### src/rtl/zmod_pkg.sv
// Shared types and defaults for the Zmod serial link receive path.
package zmod_pkg;

  typedef enum logic [2:0] {
    IDLE,
    CHECK,
    SLIP,
    WAIT,
    LOCKED,
    FAIL
  } align_state_t;

  localparam int          ZMOD_WORD_W     = 8;
  localparam logic [7:0]  ZMOD_TRAIN_WORD = 8'h0F;

endpackage

### src/rtl/zmod_rx_align.sv
// Receive word aligner for the Zmod link, placed after a 1:8 ISERDES.
// Once the PLL is locked it hunts for the training word. It steps the
// ISERDES phase with single-cycle bitslip pulses until the word repeats
// MATCH_COUNT times, then forwards aligned data. It flags failure once
// every phase has been tried without a match.
module zmod_rx_align
  import zmod_pkg::*;
#(
  parameter int             W             = ZMOD_WORD_W,
  parameter logic [W-1:0]   TRAIN_PATTERN = W'(ZMOD_TRAIN_WORD),
  parameter int             MATCH_COUNT   = 16,
  parameter int             SLIP_WAIT     = 4
) (
  input  logic                 clk,
  input  logic                 rstn,
  input  logic                 pll_locked,
  input  logic                 align_start,
  input  logic [W-1:0]         din,
  output logic                 bitslip,
  output logic [W-1:0]         dout,
  output logic                 dout_valid,
  output logic                 aligned,
  output logic                 align_fail,
  output logic [$clog2(W)-1:0] slip_count
);

  localparam int SCW = $clog2(W);
  localparam int MCW = $clog2(MATCH_COUNT + 1);
  localparam int WCW = $clog2(SLIP_WAIT + 1);

  localparam logic [SCW-1:0] SLIP_MAX   = SCW'(W - 1);
  localparam logic [MCW-1:0] MATCH_LAST = MCW'(MATCH_COUNT - 1);
  localparam logic [MCW-1:0] MATCH_SAT  = MCW'(MATCH_COUNT);
  localparam logic [WCW-1:0] WAIT_LOAD  = WCW'(SLIP_WAIT);
  localparam logic [WCW-1:0] WAIT_ONE   = WCW'(1);

  align_state_t   state, state_n;
  logic [MCW-1:0] match_cnt, match_n;
  logic [WCW-1:0] wait_cnt, wait_n;
  logic [SCW-1:0] slip_n;

  // Next-state and counter logic. Losing PLL lock overrides every other transition.
  always_comb begin
    state_n = state;
    match_n = match_cnt;
    wait_n  = wait_cnt;
    slip_n  = slip_count;
    if (state != IDLE && !pll_locked) begin
      state_n = IDLE;
      match_n = '0;
      wait_n  = '0;
      slip_n  = '0;
    end else begin
      case (state)
        IDLE: begin
          if (align_start && pll_locked) begin
            state_n = CHECK;
            match_n = '0;
            slip_n  = '0;
          end
        end
        CHECK: begin
          if (din == TRAIN_PATTERN) begin
            if (match_cnt >= MATCH_LAST) begin
              state_n = LOCKED;
              match_n = MATCH_SAT;
            end else begin
              match_n = match_cnt + 1'b1;
            end
          end else begin
            match_n = '0;
            if (slip_count < SLIP_MAX) begin
              // Count the slip as it is issued, so it lines up with the pulse.
              state_n = SLIP;
              slip_n  = slip_count + 1'b1;
            end else begin
              state_n = FAIL;
            end
          end
        end
        SLIP: begin
          state_n = WAIT;
          wait_n  = WAIT_LOAD;
        end
        WAIT: begin
          // Leave on the decrement that reaches zero. The first compare then
          // lands SLIP_WAIT+1 cycles after the bitslip cycle.
          if (wait_cnt <= WAIT_ONE) begin
            wait_n  = '0;
            state_n = CHECK;
          end else begin
            wait_n = wait_cnt - 1'b1;
          end
        end
        LOCKED, FAIL: begin
          if (align_start) begin
            state_n = CHECK;
            match_n = '0;
            wait_n  = '0;
            slip_n  = '0;
          end
        end
        default: state_n = IDLE;
      endcase
    end
  end

  // State, counters and registered outputs. Status flags come from the next
  // state, so they change on the same edge as the state.
  always_ff @(posedge clk) begin
    if (!rstn) begin
      state      <= IDLE;
      match_cnt  <= '0;
      wait_cnt   <= '0;
      slip_count <= '0;
      bitslip    <= 1'b0;
      dout       <= '0;
      dout_valid <= 1'b0;
      aligned    <= 1'b0;
      align_fail <= 1'b0;
    end else begin
      state      <= state_n;
      match_cnt  <= match_n;
      wait_cnt   <= wait_n;
      slip_count <= slip_n;
      bitslip    <= (state_n == SLIP);
      dout_valid <= (state_n == LOCKED);
      aligned    <= (state_n == LOCKED);
      align_fail <= (state_n == FAIL);
      if (state_n == LOCKED) dout <= din;
    end
  end

endmodule
### config.mk
export PLATFORM = sky130hd
export DESIGN_NAME = zmod_rx_align
export DESIGN_NICKNAME = d
export VERILOG_FILES = /design/src/rtl/zmod_pkg.sv /design/src/rtl/zmod_rx_align.sv
export SDC_FILE = /design/constraint.sdc
export NUM_CORES = 1
export LEC_CHECK = 0
export BUFFER_PORTS_ARGS = -buffer_cell sky130_fd_sc_hd__buf_2
export CORE_UTILIZATION = 45
export CTS_BUF_LIST = sky130_fd_sc_hd__clkbuf_2
export DETAILED_ROUTE_END_ITERATION = 16
export MAX_ROUTING_LAYER = met4
export PLACE_DENSITY = 0.7
export SYNTH_ARGS = -nofsm -noshare
export SYNTH_HDL_FRONTEND = slang
export SYNTH_SLANG_ARGS = --single-unit
### constraint.sdc
create_clock -name clk -period 1.99 [get_ports clk]
set_clock_uncertainty 0.05 [all_clocks]
set_input_delay 0.0995 -clock clk [delete_from_list [all_inputs] [get_ports clk]]
set_output_delay 0.0995 -clock clk [all_outputs]
set_load 0.01 [all_outputs]
==> results.ini <==
[drt]
dr.pass1.iters = 4
wl_um = 3123
vias_per_cell = 5.487
wl_per_cell_um = 13.70
ant_nets = 0
drt-initial-drc-count = 23
via_count = 1251
drc_errors = 0

[placement]
placement.io_buffers = 26
dp.cells = 215
dp_hpwl_um = 2207
dp_slack_ns = -0.1062
place.gp.congestion = 0.8305

[power]
p_per_area_mw_per_mm2 = 526.3
swShare_pct = 28.01
seqPwrFrac_pct = 58.2
switchingPower_w = 0.0002529
p_leak_nw = 0.7174
irDropWorstVdd_mv = 0.3897
pwr-share-clk_pct = 22.5
p_comb_share_pct = 19.3
p_int_w = 0.0006499

[critical_path]
path_class = reg2reg
max_stage_delay_ns = 0.39
required_ns = 2.24
critPathMaxFanout = 8
end_kind = flop
cp.arrival_ns = 2.26
start_kind = flop
path_common_cell = ha_4
path_cells = ha_4, and3_4, ha_4, or2_4, a2111oi_4, a221oi_4, o221a_4, mux2i_1
critical-path-slowest-cell = dfxtp_2
reg2reg_depth = 8

[clock_network]
cts_buffers = 3
cts_max_level = 1
cts_tree = done
clk_pin_slew_ns = 0.23
clk_latency_ns = 0.35
clockRootBuffer = clkbuf_2
cts.sinks = 25
cts_buffer_depth = 2

[timing]
fmax_mhz = 496.5
period_needed_ns = 2.014
slew_headroom_pct = 67.57
fin_crit_sh_pct = 101.2
hold_viol_final = 0
slew_violations = 0
fin_ws_ns = -0.02430
fin_tns_setup_ns = -0.06696
setup_violations = 8
grt_setup_unrepaired = yes
tightest_slew_ns = 0.4797

[synthesis]
synthCells = 155
synth-main-ff-cell = dfxtp_1
synth-async-reset-ratio_pct = 0
synth_area_sq_mm = 0.001359
ys_seq_area_share_pct = 36.83
ys_types = 46
syn_avg_cell_area_sq_um = 8.766
synth_seq_cells = 25
syn_nets = 172
yosysWarnings = 0
synth_edf_count = 0

[floorplan]
ioPinCount = 27
die_h_um = 56.95
start_util_pct = 48.44
die_w_um = 56.95
std_cell_rows = 19
die_area_sq_mm = 0.003243
core_area_sq_mm = 0.002805

[finish]
nets = 215
drive_gt1_share_pct = 29.95
fillers = 248
diodes = 0
area_growth_syn_to_layout_pct = 26.24
stdcell_count = 228

[global_routing]
track_usage_pct = 21.34
grt_max_degree = 22
grt_pass1_vias = 1189
globalRoute.totalOverflow = 0
grt_pass1_wl_um = 5264
antenna_found_initial = 0

[min_path]
hp-class = in2reg
holdPathStages = 3

[job]
drv_cap = 0

[status]
failed_checks = setup timing
status = finished with violations

==> final cells by class <==
cell class                      count  area, sq um  area share [%]
Timing Repair Buffer               46        300.3           17.51
Clock buffer                        4        20.02           1.167
Multi-Input combinational cell    118        838.3           48.87
Sequential cell                    25        503.0           29.32
Tap cell                           31        38.79           2.261
Inverter                            4        15.01          0.8753
==> what timing repair did <==
action / 4_1_cts / 5_1_grt
endpoints found under the hold margin: 8 / 0
buffers inserted: 1 / 0
resized for setup: 4 / 3
endpoints found under the setup margin: 12 / 14
hold buffers: 8 / 0
pin swaps: 5 / 5
==> stage by stage <==
step / power [W] / hold WS (ns) / utilization (%) / area [sq um]
final: 0.0009028 / 0.09103 / 61.15 / 1715
after floorplan: 0.0006339 / 0.1916 / - / 1369
after detailed placement: 0.0006854 / 0.3167 / 55.98 / 1570
after global placement: 0.0006813 / 0.3089 / 55.98 / 1570
after CTS: 0.0009015 / 0.07858 / 60.57 / 1699
after global routing: 0.0009401 / 0.09251 / 61.15 / 1715
==> cell usage in the layout, fill, tap and decap left out, types with 2 or more instances in the layout <==
master	count
dfxtp_2	2
buf_4	12
and2_1	2
nand3_1	3
ha_1	3
nand2b_1	2
nor2b_1	3
buf_2	26
or2_4	2
dfxtp_1	23
clkbuf_2	4
o22ai_1	2
dlygate4sd3_1	8
a22oi_1	2
nand2_1	23
and3_1	2
inv_1	4
a21oi_1	8
nor3b_1	2
mux2i_1	8
nor2_1	15
ha_4	2
nor3_1	2
o21bai_1	2
xnor2_1	2
nand3b_1	2
o21ai_1	5
==> per-layer routing <==
layer / GRT usage (%) / vias up / part of all wire, % / routed length [um]
met5: - / - / 0 / 0
met4: 6.272 / 0 / 1.3 / 40
met3: 2.041 / 5 / 2.1 / 66
met2: 38.49 / 20 / 52 / 1623
met1: 25.11 / 595 / 45 / 1393
li1: - / 631 / - / -
==> critical path: cells and delay by family (launching register included) <==
| kind | cells | cell delay [ns] |
|---|---|---|
| and+or+nand+nor | 2 | 0.42 |
| DFF | 1 | 0.39 |
| adders and majority gates | 2 | 0.30 |
| muxes | 1 | 0.19 |
| AOI/OAI and AO/OA | 3 | 0.61 |
==> power by group through the flow <==
stage                     Combinational, W  Clock [W]  Sequential, W
after floorplan                   0.000101          0       0.000533
after global placement            0.000149          0       0.000533
after detailed placement          0.000152          0       0.000533
after CTS                         0.000170   0.000208       0.000524
after global routing              0.000192   0.000220       0.000527
final                             0.000175   0.000203       0.000525
==> registers in the layout, indices dropped and copies added, names as in the netlist <==
register	flops
match_cnt	5
slip_count	3
wait_cnt	3
dout	8
state	3
aligned	1
bitslip	1
align_fail	1
==> Yosys cell counts (4+ instances only) <==
cell type   n  area (sq um)
dfxtp_1    25         500.5
nand2_1    23         86.33
o21ai_1     5         25.02
clkbuf_1    6         22.52
mux2i_1     8         80.08
a21oi_1     9         45.04
nor2_1     16         60.06
inv_1       4         15.01
ha_1        5         62.56
==> logic make-up after synthesis <==
family                     Yosys count  share of synthesized area (%)
and+or+nand+nor                     66                          24.40
AOI/OAI and AO/OA                   36                          21.55
DFF                                 25                          36.83
buffers and inverters               12                          4.788
muxes                                8                          5.893
adders and majority gates            5                          4.604
xor gates and xnor gates             3                          1.934
==> path summary, 6_finish.rpt <==
path / start / to / slack (ns)
max: match_cnt[0] / dout[7] / -0.02
min: pll_locked / bitslip / 0.09
max reg2reg: match_cnt[0] / dout[7] / -0.02
min reg2reg: dout[6] / dout[6] / 0.42
(Power assumes the default switching activity.)
